`src/rtl/axil_slave_regfile.sv`:
```
// AXI-Lite slave register file: NUM_REGS byte-strobed registers with independent read/write FSMs.
// Optional: define AXIL_SLV_DECERR_EN to answer out-of-range accesses with SLVERR instead of OKAY.
module axil_slave_regfile #(
    parameter int AXI_DATA_WIDTH = 32,
    parameter int AXI_ADDR_WIDTH = 32,
    parameter int NUM_REGS       = 16,
    parameter int ADDR_LSB       = $clog2(AXI_DATA_WIDTH / 8),
    parameter int IDX_W          = (NUM_REGS > 1) ? $clog2(NUM_REGS) : 1
) (
    input  logic                               aclk,
    input  logic                               aresetn,
    input  logic [AXI_ADDR_WIDTH-1:0]          s_axil_awaddr,
    input  logic                               s_axil_awvalid,
    output logic                               s_axil_awready,
    input  logic [AXI_DATA_WIDTH-1:0]          s_axil_wdata,
    input  logic [AXI_DATA_WIDTH/8-1:0]        s_axil_wstrb,
    input  logic                               s_axil_wvalid,
    output logic                               s_axil_wready,
    output logic [1:0]                         s_axil_bresp,
    output logic                               s_axil_bvalid,
    input  logic                               s_axil_bready,
    input  logic [AXI_ADDR_WIDTH-1:0]          s_axil_araddr,
    input  logic                               s_axil_arvalid,
    output logic                               s_axil_arready,
    output logic [AXI_DATA_WIDTH-1:0]          s_axil_rdata,
    output logic [1:0]                         s_axil_rresp,
    output logic                               s_axil_rvalid,
    input  logic                               s_axil_rready,
    output logic [NUM_REGS*AXI_DATA_WIDTH-1:0] reg_q,
    output logic [NUM_REGS-1:0]                reg_wr_pulse
);

    localparam int          STRB_W    = AXI_DATA_WIDTH / 8;
    localparam logic [1:0]  RESP_OKAY = 2'b00;
`ifdef AXIL_SLV_DECERR_EN
    localparam logic [1:0]  RESP_BAD  = 2'b10;
`else
    localparam logic [1:0]  RESP_BAD  = 2'b00;
`endif

    typedef enum logic {W_COLLECT, W_RESP} wstate_t;
    typedef enum logic {R_IDLE, R_DATA} rstate_t;

    // The whole word address must be below NUM_REGS, not just the index bits.
    function automatic logic addr_in_range(input logic [AXI_ADDR_WIDTH-1:0] addr);
        return (addr >> ADDR_LSB) < AXI_ADDR_WIDTH'(NUM_REGS);
    endfunction

    function automatic logic [IDX_W-1:0] addr_idx(input logic [AXI_ADDR_WIDTH-1:0] addr);
        return IDX_W'(addr >> ADDR_LSB);
    endfunction

    wstate_t                   wstate;
    rstate_t                   rstate;
    logic                      aw_done;
    logic                      w_done;
    logic [AXI_ADDR_WIDTH-1:0] awaddr_q;
    logic [AXI_DATA_WIDTH-1:0] wdata_q;
    logic [STRB_W-1:0]         wstrb_q;
    logic [AXI_DATA_WIDTH-1:0] regs [NUM_REGS];

    logic             wr_commit;
    logic             wr_in_range;
    logic [IDX_W-1:0] wr_idx;
    logic             rd_in_range;
    logic [IDX_W-1:0] rd_idx;

    assign wr_commit   = (wstate == W_COLLECT) && aw_done && w_done;
    assign wr_in_range = addr_in_range(awaddr_q);
    assign wr_idx      = addr_idx(awaddr_q);
    assign rd_in_range = addr_in_range(s_axil_araddr);
    assign rd_idx      = addr_idx(s_axil_araddr);

    // Write channel: collect AW and W in any order, commit, then hold B until bready.
    // NOTE: sequential state uses non-blocking assignments so every flop samples pre-edge values.
    always_ff @(posedge aclk or negedge aresetn) begin
        if (!aresetn) begin
            wstate         <= W_COLLECT;
            aw_done        <= 1'b0;
            w_done         <= 1'b0;
            awaddr_q       <= '0;
            wdata_q        <= '0;
            wstrb_q        <= '0;
            s_axil_awready <= 1'b0;
            s_axil_wready  <= 1'b0;
            s_axil_bvalid  <= 1'b0;
            s_axil_bresp   <= RESP_OKAY;
        end else begin
            case (wstate)
                W_COLLECT: begin
                    if (wr_commit) begin
                        aw_done       <= 1'b0;
                        w_done        <= 1'b0;
                        s_axil_bvalid <= 1'b1;
                        s_axil_bresp  <= wr_in_range ? RESP_OKAY : RESP_BAD;
                        wstate        <= W_RESP;
                    end else begin
                        if (s_axil_awready && s_axil_awvalid) begin
                            awaddr_q       <= s_axil_awaddr;
                            aw_done        <= 1'b1;
                            s_axil_awready <= 1'b0;
                        end else if (!aw_done) begin
                            s_axil_awready <= 1'b1;
                        end
                        if (s_axil_wready && s_axil_wvalid) begin
                            wdata_q       <= s_axil_wdata;
                            wstrb_q       <= s_axil_wstrb;
                            w_done        <= 1'b1;
                            s_axil_wready <= 1'b0;
                        end else if (!w_done) begin
                            s_axil_wready <= 1'b1;
                        end
                    end
                end
                W_RESP: begin
                    if (s_axil_bready) begin
                        s_axil_bvalid  <= 1'b0;
                        s_axil_awready <= 1'b1;
                        s_axil_wready  <= 1'b1;
                        wstate         <= W_COLLECT;
                    end
                end
                default: wstate <= W_COLLECT;
            endcase
        end
    end

    // Register bank and write pulse.
    // NOTE: these are software-visible control flops, not a RAM, so every entry is reset.
    always_ff @(posedge aclk or negedge aresetn) begin
        if (!aresetn) begin
            for (int i = 0; i < NUM_REGS; i++) regs[i] <= '0;
            reg_wr_pulse <= '0;
        end else begin
            reg_wr_pulse <= '0;
            if (wr_commit && wr_in_range) begin
                reg_wr_pulse[wr_idx] <= 1'b1;
                for (int k = 0; k < STRB_W; k++) begin
                    if (wstrb_q[k]) regs[wr_idx][k*8 +: 8] <= wdata_q[k*8 +: 8];
                end
            end
        end
    end

    // Read channel: sample the bank on the AR handshake, then hold R until rready.
    always_ff @(posedge aclk or negedge aresetn) begin
        if (!aresetn) begin
            rstate         <= R_IDLE;
            s_axil_arready <= 1'b0;
            s_axil_rvalid  <= 1'b0;
            s_axil_rdata   <= '0;
            s_axil_rresp   <= RESP_OKAY;
        end else begin
            case (rstate)
                R_IDLE: begin
                    if (s_axil_arready && s_axil_arvalid) begin
                        s_axil_rdata   <= rd_in_range ? regs[rd_idx] : '0;
                        s_axil_rresp   <= rd_in_range ? RESP_OKAY : RESP_BAD;
                        s_axil_rvalid  <= 1'b1;
                        s_axil_arready <= 1'b0;
                        rstate         <= R_DATA;
                    end else begin
                        s_axil_arready <= 1'b1;
                    end
                end
                R_DATA: begin
                    if (s_axil_rready) begin
                        s_axil_rvalid  <= 1'b0;
                        s_axil_arready <= 1'b1;
                        rstate         <= R_IDLE;
                    end
                end
                default: rstate <= R_IDLE;
            endcase
        end
    end

    for (genvar g = 0; g < NUM_REGS; g++) begin : g_flat
        assign reg_q[g*AXI_DATA_WIDTH +: AXI_DATA_WIDTH] = regs[g];
    end

endmodule

```
`config.mk`:
```
export PLATFORM = sky130hd
export DESIGN_NAME = axil_slave_regfile
export DESIGN_NICKNAME = d
export VERILOG_FILES = /design/src/rtl/axil_slave_regfile.sv
export SDC_FILE = /design/constraint.sdc
export NUM_CORES = 1
export LEC_CHECK = 0
export CAP_MARGIN = 25
export CORE_AREA = 2 2 265 267
export DETAILED_ROUTE_END_ITERATION = 16
export DIE_AREA = 0 0 267 269
export MAX_ROUTING_LAYER = met4
export PLACE_DENSITY = 0.69
export SYNTH_ARGS = -nofsm -noshare
export SYNTH_HDL_FRONTEND = slang
export SYNTH_SLANG_ARGS = --single-unit
export TNS_END_PERCENT = 30
```
`constraint.sdc`:
```
create_clock -name aclk -period 2.7 [get_ports aclk]
set_input_delay 0.27 -clock aclk [delete_from_list [all_inputs] [get_ports aclk]]
set_output_delay 0.27 -clock aclk [all_outputs]
set_load 0.02 [all_outputs]
```
==> flow_summary.yaml, run 1 <==
run_status:
  status: "finished, final reports clean"
grt:
  grt_pass1_wl_um: 144400
  gr-total-overflow: 0
  grt_max_degree: 106
  grt_use_total: 0.2854
  grt_pass1_vias: 20740
  grt_antenna_before_repair: 3
floorplan:
  ios: 676
  core.rowCount: 97
  fp.dieW_um: 267
  dieArea_um2: 71820
  coreArea_um2: 69300
  start_util: 0.4127
  die_h_um: 269
power_and_ir_drop:
  p_leak_nw: 18.20
  peakVddDrop_uv: 531.1
  power_w: 0.02427
  power.density_nw_per_um2: 600.8
worst_setup_path:
  critPathSlowestCell: "nor4_1"
  required_ns: 3.16
  cp-start-kind: "register"
  crit_chain: "nor4_1 -> nand4_1 -> buf_4 -> buf_12 -> nor4_4 -> buf_4 -> mux2_2"
  arrival_ns: 3.02
  cpMostUsedCell: "buf_4"
  cp-end-kind: "register"
  cp_max_fo: 13
  crit_type: "reg -> reg"
  slowest_delay_ns: 0.42
clock_network:
  path_clk_slew_ns: 0.06
  cts-root-buf: "clkbuf_16"
  cts_sinks: 635
  cts_tree: "built"
  cts-htree-levels: 3
  clk_path_buf_depth: 3
  numCtsBuffers: 69
  insertion_delay_ns: 0.60
route:
  drc: 0
  first_iter_violations: 1608
  totalWireLength_um: 100400
  first_pass_iters: 5
  ant_nets: 0
  vias_per_cell: 5.617
  num_vias: 19710
  post_drt_wl_per_cell_um: 28.62
synthesis:
  synth.avg_cell_area_um2: 16.27
  async_flop_share: 1.000
  synthTopCellsByArea: "dfrtp_1 (56%), mux2_2 (23%), mux4_2 (10%)"
  synth_area_um2: 28600
  netlist.area_leader.share: 0.5556
  synth_top_area_cell: "dfrtp_1"
  ys_ff_latch: 635
  postSynthCellCount: 1758
  synth_edf_count: 0
  ys_seq_area_frac: 0.5556
  synth.most_common_cell: "dfrtp_1"
  yosys-top-cells-count: "dfrtp_1 (635), mux2_2 (578), mux4_2 (128)"
  synthFlopType: "dfrtp_1"
  ys_types: 32
  synth-warning-count: 0
place:
  io_buffers: 667
  hpwlAfterDp_um: 71420
  place_congestion: 0.8816
timing:
  fin_worst_skew_ns: 0.02300
  fin_crit_ns: 2.557
  final-hold-violation-count: 0
  report.final.slew_viol_count: 0
  setup_viol: 0
  setup_tns_ns: 0
  max_freq_mhz: 391.1
  relSlewSlack: 0.3629
  rsz0062_at_grt: "false"
  worst_pin_slew_ns: 0.9537
  period_share: 0.9470
finish:
  final_nets: 2621
  layout-drive-gt1-share: 0.4026
  syn_to_final_growth_pct: 41.22
worst_hold_path:
  min_path_type: "in -> async"
run:
  maxCapViolCount: 0
## cell type report
type,count,area (µm²)
Fill cell,5356,28910
Sequential cell,635,15890
Multi-Input combinational cell,997,12210
Timing Repair Buffer,805,8781
Clock buffer,103,2067
Tap cell,940,1176
Clock inverter,20,240.2
Inverter,6,22.52
Antenna cell,3,7.507
## layout by cell type, fill, tap and decap left out, types with 3 or more instances in the layout
cell,n
clkdlybuf4s50_1,664
dfrtp_1,635
mux2_2,578
mux4_2,128
buf_12,81
clkbuf_16,72
nor4_4,64
a22oi_1,62
buf_4,53
nand2_1,47
a22o_1,32
clkbuf_8,17
clkbuf_1,15
nor2_1,14
nor4_1,11
nor3_1,11
clkinv_2,9
or2_2,8
nand2b_1,7
nand3_1,5
mux2i_1,4
conb_1,4
bufinv_16,4
diode_2,3
nand4_1,3
inv_1,3
clkinv_1,3
## sequential cells by signal, indices dropped and copies added, names as in the netlist
name,cells
reg_q,512
s_axil_arready,1
aw_done,1
wstate,1
awaddr_q,30
s_axil_awready,1
s_axil_bvalid,1
s_axil_rdata,32
s_axil_wready,1
wstrb_q,4
wdata_q,32
s_axil_rvalid,1
w_done,1
reg_wr_pulse,16
rstate,1
## kinds of logic (layout without fill, tap and decap cells)
| family | count (synthesis) | in the layout | share of synthesized area |
|---|---|---|---|
| mux | 710 | 710 | 0.3298 |
| other cells | 1 | 7 | 0.0001311 |
| buf+inv | 129 | 934 | 0.01942 |
| compound gates | 101 | 101 | 0.02782 |
| flops | 635 | 635 | 0.5556 |
| simple gates | 182 | 182 | 0.06728 |
## per-layer routing
layer,vias up,global-route usage,routed length [µm]
met1,10510,0.3552,39950
li1,8202,-,-
met2,804,0.4562,49530
met4,0,0.1177,4084
met5,-,-,0
met3,197,0.06018,6872
## where the power goes
part           leakage, nW  switching (W)  total, W  internal (W)
Combinational         8.35        0.00195   0.00318       0.00123
Sequential            8.71        0.00143    0.0115        0.0101
Clock                 1.14        0.00389   0.00958       0.00570
## final timing paths
check	end	slack, ns	cells past startpoint	startpoint
max in group asynchronous	reg_q[478]	1.41	4	aresetn
worst min register to register	s_axil_rvalid	0.49	2	s_axil_rvalid
worst max-delay path	reg_q[352]	0.14	7	awaddr_q[22]
min in group aclk	awaddr_q[11]	0.29	2	s_axil_awaddr[11]
worst max register to register	reg_q[352]	0.14	7	awaddr_q[22]
worst min-delay path	reg_q[465]	0.19	2	aresetn
## critical path, delay by kind of cell (launching register included)
kind          cells  cell delay, ns
flops             1            0.39
mux               1            0.37
buf+inv           3            0.77
simple gates      3            0.86
## through the flow
stage                     instances  cell area, µm²  setup WS [ns]  hold WS (ns)  utilization
after global placement         3378           38010         0.1009        0.2451       0.5485
after floorplan                1761           28610         0.4614      -0.02559            -
final                          3509           40390         0.1431        0.1946       0.5828
after global routing           3509           40390        0.03896        0.2328       0.5828
after detailed placement       3379           38040        0.06640        0.2483       0.5488
after CTS                      3503           40350        0.03885        0.1895       0.5823
## timing repair
item | CTS | global route
hold buffers | 1 | 0
setup endpoints to repair | 0 | 101
setup buffers | 0 | 2
gates resized for setup | 0 | 1
hold endpoints to repair | 53 | 0
Note: power is estimated with default switching activity, not from simulation.
==> run 2: changes to the inputs <==
--- a/config.mk
+++ b/config.mk
@@ -5,12 +5,13 @@
 export SDC_FILE = /design/constraint.sdc
 export NUM_CORES = 1
 export LEC_CHECK = 0
+export ABC_AREA = 1
 export CAP_MARGIN = 25
 export CORE_AREA = 2 2 265 267
 export DETAILED_ROUTE_END_ITERATION = 16
 export DIE_AREA = 0 0 267 269
 export MAX_ROUTING_LAYER = met4
-export PLACE_DENSITY = 0.69
+export PLACE_DENSITY = 0.72
 export SYNTH_ARGS = -nofsm -noshare
 export SYNTH_HDL_FRONTEND = slang
 export SYNTH_SLANG_ARGS = --single-unit
==> run 2 against run 1 <==
  * Sequential cell count unchanged
  * Maximum frequency rose by 5.4%
  * Count of clock-buffer cells in the layout rose by 2
  * Register-to-register slack gained 0.13 ns
  * Critical path type unchanged
  * Critical endpoint is now reg_q[195]
  * Largest cell class unchanged
==> flow_summary.yaml, run 2 <==
run_status:
  status: "finished, final reports clean"
timing:
  setup_viol: 0
  relSlewSlack: 0.2296
  final-hold-violation-count: 0
  fin_worst_skew_ns: 0.02129
  report.final.slew_viol_count: 0
  period_share: 0.8987
  setup_tns_ns: 0
  max_freq_mhz: 412.1
  whs_ns: 0.1816
  fin_crit_ns: 2.426
  rsz0062_at_grt: "false"
  worst_pin_slew_ns: 1.156
floorplan:
  fp.dieW_um: 267
  die_h_um: 269
  ios: 676
  coreArea_um2: 69300
  start_util: 0.4456
  core.rowCount: 97
  dieArea_um2: 71820
finish:
  final_util: 0.5922
  syn_to_final_growth_pct: 32.91
  final_nets: 4524
  mostFrequentLayoutCells: "nand2_1 (1,636), clkdlybuf4s50_1 (663), dfrtp_1 (631)"
  mostFrequentLayoutCell: "nand2_1"
  layout-drive-gt1-share: 0.07670
  largest_reg_flops: 512
  stdcell_count: 5413
clock_network:
  cts-root-buf: "clkbuf_16"
  numCtsBuffers: 70
  cts_resized: 0
  clk_path_buf_depth: 3
  cts_sinks: 635
  insertion_delay_ns: 0.62
  cts-htree-levels: 3
  path_clk_slew_ns: 0.06
  cts_tree: "built"
synthesis:
  netlist.area_leader.share: 0.5146
  synth_area_um2: 30880
  postSynthCellCount: 3902
  synth_top_area_cell: "dfrtp_1"
  synth.avg_cell_area_um2: 7.914
  synth.most_common_cell: "nand2_1"
  synthTopCellsByArea: "dfrtp_1 (51%), nand2_1 (20%), nand4_1 (10%)"
  synth_edf_count: 0
  synthFlopType: "dfrtp_1"
  ys_ff_latch: 635
  ys_seq_area_frac: 0.5146
  synth-warning-count: 0
  yosys-top-cells-count: "nand2_1 (1,636), dfrtp_1 (635), nand3_1 (547)"
  ys_types: 24
  async_flop_share: 1.000
worst_setup_path:
  cp_top_family: "simple AND/OR/NAND/NOR gates"
  r2r_cells: 10
  cp-end-kind: "register"
  crit_type: "reg -> reg"
  arrival_ns: 2.93
  worstReg2RegEnd: "reg_q[195]"
  slowest_delay_ns: 0.40
  timing.rr.start: "wstate"
  cpMostUsedCell: "nand2_1"
  cp-start-kind: "register"
  r2r_setup_slack_ns: 0.27
  critical_path_buf_inv_count: 3
  critPathSlowestCell: "dfrtp_1"
  cp_max_fo: 28
  crit_chain: "inv_2 -> nand3_2 -> nor2_1 -> nand2_1 -> nor2_4 -> buf_12 -> buf_4 -> nand3_1 -> nand2_1 -> nand2_1"
  required_ns: 3.20
route:
  num_vias: 32400
  totalWireLength_um: 131200
  ant_nets: 0
  drc: 0
  post_drt_wl_per_cell_um: 24.25
  vias_per_cell: 5.986
  first_iter_violations: 4670
  first_pass_iters: 8
power_and_ir_drop:
  peakVddDrop_uv: 852.1
  p_int_w: 0.01760
  p_clk_frac: 0.355
  swShare: 0.3746
  switching_power_w: 0.01054
  power_frac_seq: 0.461
  p_leak_nw: 19.50
  p_comb_frac: 0.184
  power.density_nw_per_um2: 685.8
grt:
  grt_pass1_wl_um: 193500
  grt_max_degree: 138
  grt_pass1_vias: 29790
  grt_use_total: 0.3696
  gr-total-overflow: 0
  grt_antenna_before_repair: 2
run:
  maxCapViolCount: 0
place:
  place_congestion: 0.9666
  place_inst: 5284
  hpwlAfterDp_um: 91440
  io_buffers: 667
worst_hold_path:
  min_path_type: "in -> async"
[run 2: layer usage]
layer  global-route usage  share of wire  wire [µm]
met4               0.1787          0.054       7127
met3              0.08502           0.12      15390
met2               0.5316           0.44      57320
met1               0.4939           0.39      51400
met5                    -              0          0
[run 2: worst max path at each step]
| stage | from | to | cells after the start |
|---|---|---|---|
| 6_report | wstate | reg_q[195] | 10 |
| 5_1_grt | wstate | reg_q[199] | 10 |
| 4_1_cts | wstate | reg_q[199] | 10 |
| 3_5_place_dp | wstate | reg_q[299] | 10 |
| 3_3_place_gp | wstate | reg_q[196] | 10 |
| 2_1_floorplan | wstate | reg_q[128] | 9 |
[run 2: kinds of logic (layout without fill, tap and decap cells)]
family / Yosys count / after routing / share of synthesized area
compound gates: 12 / 12 / 0.002026
buf+inv: 407 / 974 / 0.05742
flops: 635 / 635 / 0.5146
mux: 59 / 59 / 0.02152
other cells: 1 / 5 / 0.0001214
simple gates: 2788 / 2788 / 0.4043
[run 2: cell type report]
class                      instances  area (µm²)
tap                              940        1176
fill                            6068       28260
clock inverter                    22       264.0
sequential                       635       15910
timing repair buffer             803        8039
inverter                          44       175.2
clock buffer                     105        2120
antenna                            1       2.502
multi-input combinational       2863       13360
[run 2: per-stage QoR]
step,instance area [µm²],power (W),setup WS [ns]
2_1_floorplan,30890,0.01461,1.109
3_3_place_gp,38650,0.01784,0.4272
3_5_place_dp,38650,0.01792,0.3529
4_1_cts,41040,0.02779,0.3082
5_1_grt,41040,0.02880,0.1478
6_report,41040,0.02815,0.2736
[run 2: power by group through the flow]
stage                     logic (W)  registers [W]  clock network [W]
after global routing        0.00546         0.0129             0.0104
after detailed placement    0.00501         0.0129                  0
final                       0.00517         0.0130             0.0100
after floorplan             0.00414         0.0105                  0
after global placement      0.00496         0.0129                  0
after CTS                   0.00504         0.0127             0.0100
[run 2: what timing repair did]
| action | CTS | global route |
|---|---|---|
| buffers inserted | 0 | 0 |
| hold buffers | 1 | 0 |
| hold endpoints to repair | 36 | 0 |
==> run 3: changes to the inputs <==
--- a/config.mk
+++ b/config.mk
@@ -12,6 +12,7 @@
 export DIE_AREA = 0 0 267 269
 export MAX_ROUTING_LAYER = met4
 export PLACE_DENSITY = 0.72
+export RECOVER_POWER = 50
 export SYNTH_ARGS = -nofsm -noshare
 export SYNTH_HDL_FRONTEND = slang
 export SYNTH_SLANG_ARGS = --single-unit
==> run 3 against run 2 <==
  * The run now ends with capacitance limit, slew limit left
  * Final cell count unchanged
  * Non-clock buffer count unchanged
  * Via count is essentially flat
  * Clock skew shrank 0.0022 ns
  * Sequential power about the same
  * Total power decreased by 0.23%
  * Critical path type unchanged
  * Largest power group unchanged
==> flow_summary.yaml, run 3 (synthesis results as in run 2) <==
grt:
  grt_antenna_before_repair: 2
  grt_max_degree: 138
  gr-total-overflow: 0
  grt_pass1_wl_um: 193500
  grt_pass1_vias: 29790
  grt_use_total: 0.3696
clock_network:
  numCtsBuffers: 70
  cts-root-buf: "clkbuf_16"
  insertion_delay_ns: 0.62
  path_clk_slew_ns: 0.06
  cts-htree-levels: 3
  cts_resized: 0
  cts_sinks: 635
  cts_tree: "built"
  clk_path_buf_depth: 3
worst_setup_path:
  critical_path_buf_inv_count: 3
  cp_max_fo: 28
  required_ns: 3.20
  crit_type: "reg -> reg"
  cp-end-kind: "register"
  arrival_ns: 2.91
  worst-path-stages: 10
  critPathSlowestCell: "dfrtp_1"
  slowest_delay_ns: 0.40
  cp-start-kind: "register"
  crit_chain: "inv_2 -> nand3_2 -> nor2_1 -> nand2_1 -> nor2_4 -> buf_12 -> buf_4 -> nand3_1 -> nand2_1 -> nand2_1"
  cpMostUsedCell: "nand2_1"
  cp_top_family: "simple AND/OR/NAND/NOR gates"
  r2r_cells: 10
timing:
  timing.final.ws_setup_ns: 0.2864
  report.final.slew_viol_count: 46
  setup_tns_ns: 0
  final-hold-violation-count: 0
  max_freq_mhz: 414.3
  worst_pin_slew_ns: 1.803
  setup_viol: 0
  rsz0062_at_grt: "false"
  whs_ns: 0.2334
  fin_crit_ns: 2.414
  period_share: 0.8939
  relSlewSlack: -0.2022
  fin_worst_skew_ns: 0.01910
route:
  ant_nets: 0
  vias_per_cell: 5.989
  totalWireLength_um: 131100
  drc: 0
  first_iter_violations: 4523
  post_drt_wl_per_cell_um: 24.22
  dr.max_layer_used: "met4"
  met3_length_um: 15240
  dr_wl_met2_um: 57280
  num_vias: 32420
  wl_met1_um: 51360
  first_pass_iters: 6
run_status:
  status: "finished, violations left"
  violations: "capacitance limit, slew limit"
worst_hold_path:
  min_path_type: "in -> reg"
  hold-path-cell-count: 3
place:
  place_inst: 5284
  io_buffers: 667
  hpwlAfterDp_um: 91440
  place_congestion: 0.9666
  dp_slack_ns: 0.3529
finish:
  mostFrequentLayoutCell: "nand2_1"
  layout-drive-gt1-share: 0.07513
  mostFrequentLayoutCells: "nand2_1 (1,636), dfrtp_1 (631), nand3_1 (547)"
  syn_to_final_growth_pct: 32.70
  final_nets: 4524
  stdcell_count: 5413
  largest_reg_flops: 512
power_and_ir_drop:
  peakVddDrop_uv: 845.9
  power.density_nw_per_um2: 685.3
  p_leak_nw: 20.08
run:
  maxCapViolCount: 1
floorplan:
  ios: 676
  dieArea_um2: 71820
  core.rowCount: 97
  start_util: 0.4456
  fp.dieW_um: 267
  coreArea_um2: 69300
  die_h_um: 269
run 3: cell count changes in the layout (fill, tap and decap cells not counted), sizes merged:
cell           change
clkdlybuf4s50    -175
buf               -14
dlygate4sd3      +175
clkbuf            +14
run 3: cell type report:
type,instances,area (µm²)
clock buffers,105,2120
repair buffers,803,7979
multi-input cells,2863,13360
fillers,6077,28320
well taps,940,1176
diodes,1,2.502
flip-flops and latches,635,15910
clock inverters,22,264.0
inverters,44,175.2
run 3: final timing paths:
check / startpoint / endpoint / slack, ns
max: wstate / reg_q[199] / 0.29
min: s_axil_awaddr[5] / awaddr_q[5] / 0.23
max reg2reg: wstate / reg_q[199] / 0.29
min reg2reg: s_axil_rdata[5] / s_axil_rdata[5] / 0.47
max in group asynchronous: aresetn / reg_q[140] / 0.42
min in group asynchronous: aresetn / awaddr_q[8] / 0.67
run 3: metrics by stage:
step                  util  area, µm²  total power (W)
floorplan                -      30890          0.01461
global placement    0.5577      38650          0.01784
detailed placement  0.5577      38650          0.01792
CTS                 0.5922      41040          0.02779
global route        0.5913      40980          0.02876
finish              0.5913      40980          0.02808
run 3: tightest hold or removal path, cell delays in order:
cell             delay (ns)
clkdlybuf4s50_1        0.40
nor2_1                 0.10
a21oi_1                0.05
run 3: power by group:
group | total [W] | internal, W | leakage, nW | switching [W]
sequential | 0.0130 | 0.0101 | 8.70 | 0.00291
clock | 0.00998 | 0.00592 | 1.18 | 0.00406
combinational | 0.00513 | 0.00159 | 10.2 | 0.00354
total | 0.0281 | 0.0176 | 20.1 | 0.0105
run 3: layer usage:
metal  track usage  up-vias
met5             -        -
met4        0.1787        0
met3       0.08502      386
met2        0.5316     2208
met1        0.4939    15610
li1              -    14220
run 3: repair_timing:
action,4_1_cts,5_1_grt
endpoints found under the hold margin,36,0
hold buffers,1,0
setup buffers,0,0
endpoints found under the setup margin,0,0
==> variant, RTL diff (flow settings as in run 1) <==
The parameter `AXI_ADDR_WIDTH` goes from 32 to 28.
--- a/src/rtl/axil_slave_regfile.sv
+++ b/src/rtl/axil_slave_regfile.sv
@@ -3,5 +3,5 @@
 module axil_slave_regfile #(
     parameter int AXI_DATA_WIDTH = 32,
-    parameter int AXI_ADDR_WIDTH = 32,
+    parameter int AXI_ADDR_WIDTH = 28,
     parameter int NUM_REGS       = 16,
     parameter int ADDR_LSB       = $clog2(AXI_DATA_WIDTH / 8),
Ports: changed (resized s_axil_araddr and s_axil_awaddr); port bits go from 676 to 668. No check against the original RTL was run, so the function may have changed too.
==> variant against run 1 <==
- global-route usage is 0.29 points lower
- non-clock buffer count stayed put
- sequential cell count is 4 lower
- maximum frequency is 3.0% lower
- routed wire length is 0.67% lower
- setup slack worse by 0.080 ns
- final area is 0.17% higher
- area after synthesis is 0.78% higher
- clock power is 0.4% lower
- total power hardly changed
- largest cell class unchanged
==> variant: results (changes against run 1) <==
set qor(path_max_fanout) 16 ;# +3
set qor(fin_skew_ns) 0.03328 ;# +0.01028 ns
set qor(grtUsageMet2_pct) 45.25 ;# -0.37 points
set qor(number_of_buffers_inserted_during_clock_tree_synthesis) 71 ;# +2.9%
set qor(clk-insertion-delay-late_ns) 0.62 ;# +0.02 ns
set qor(routabilityCongestion) 0.8656 ;# -1.8%
set qor(netlist_top_cells_area) {sky130_fd_sc_hd__dfrtp_1, sky130_fd_sc_hd__mux2_2, sky130_fd_sc_hd__mux4_2}
set qor(drt_iter0_drc) 1515 ;# -5.8%
set qor(via_count_of_the_first_global_routing_pass) 20820 ;# +0.38%
set qor(vias_post_dr) 19880 ;# +0.85%
set qor(drt-met1-wl_microns) 40230 ;# +0.70%
set qor(worst-endpoint-arrival_ns) 3.12 ;# +0.10 ns
set qor(drt-wirelength-per-cell_microns) 28.23 ;# -1.4%
set qor(wl_met3_microns) 6612 ;# -3.8%
set qor(maximum_number_of_pins_on_one_net_before_global_route_repair) 98 ;# -7.5%
set qor(met3_usage_pct) 6.164 ;# +0.15 points
set qor(fill_cells) 5289 ;# -1.3%
set qor(outcome) {complete, no violations}
set qor(design_area_final_sq_mm) 0.04046 ;# +0.17%
set qor(placed_area_sq_mm) 0.03808 ;# +0.13%
set qor(track_usage_pct) 28.25 ;# -0.29 points
set qor(placed_cells) 3400 ;# +0.62%
set qor(startpoint) {awaddr_q[25]$_DFFE_PN0P_}
set qor(totalWireLength_microns) 99760 ;# -0.67%
set qor(worstMarginPinSlew_ns) 0.9716 ;# +0.01789 ns
set qor(io_buffer_count) 659 ;# -1.2%
set qor(dp.final_hpwl_microns) 70120 ;# -1.8%
set qor(vdd_ir_drop_max_v) 0.0004372 ;# -18%
set qor(cp_slowest_stage_delay_ns) 0.57 ;# +0.15 ns
set qor(grtUsageMet1_pct) 35.43 ;# -0.092 points
set qor(synth_area_per_cell_sq_um) 16.28 ;# about the same
set qor(critical_path.slowest_cell) {sky130_fd_sc_hd__or4_1}
[variant: changes by cell type after synthesis, sizes merged, moves of 6 or more]
cell          run 1  this run
a22o             32        62
a22oi            62         0
buf              76        68
nor2             15        54
nor3             11         5
o21ai             1        33
or2               8         1
[variant: cell type report]
| class | instances | share of cell area (%) |
|---|---|---|
| clock buffer | 101 | 5.143 |
| clock inverter | 27 | 0.5504 |
| timing repair buffer | 805 | 21.26 |
| tap | 940 | 2.907 |
| sequential | 631 | 39.03 |
| multi-input combinational | 1023 | 31.06 |
| inverter | 2 | 0.01855 |
| antenna | 5 | 0.03092 |
[variant: final timing paths]
check	end	slack [ns]	depth (start not counted)
setup reg to reg	reg_q[451]$_DFFE_PN0P_	0.06	6
hold / removal	reg_q[34]$_DFFE_PN0P_	0.24	2
hold reg to reg	s_axil_rdata[17]$_DFFE_PN0P_	0.49	2
setup / recovery	reg_q[451]$_DFFE_PN0P_	0.06	6
max in group asynchronous	reg_q[273]$_DFFE_PN0P_	1.43	3
min in group aclk	wdata_q[14]$_DFFE_PN0P_	0.26	2
[variant: repair_timing]
action,4_1_cts,5_1_grt
hold endpoints to repair,49,0
gates resized for setup,0,12
hold buffers,1,0
buffers inserted,0,0
setup endpoints to repair,0,202
[variant: kinds of logic after synthesis]
kind of cell / after synthesis / share of synthesized area [%]
mux: 703 / 33.61
flops: 631 / 54.78
simple gates: 213 / 7.054
buf+inv: 119 / 1.884
compound gates: 103 / 2.661
other cells: 1 / 0.01301
[variant: where the power goes]
| part | leakage [nW] | total, mW | switching [mW] | internal [mW] |
|---|---|---|---|---|
| Sequential | 8.66 | 11.5 | 1.50 | 9.99 |
| Clock | 1.15 | 9.54 | 3.96 | 5.58 |
| Combinational | 8.38 | 3.26 | 2.01 | 1.25 |
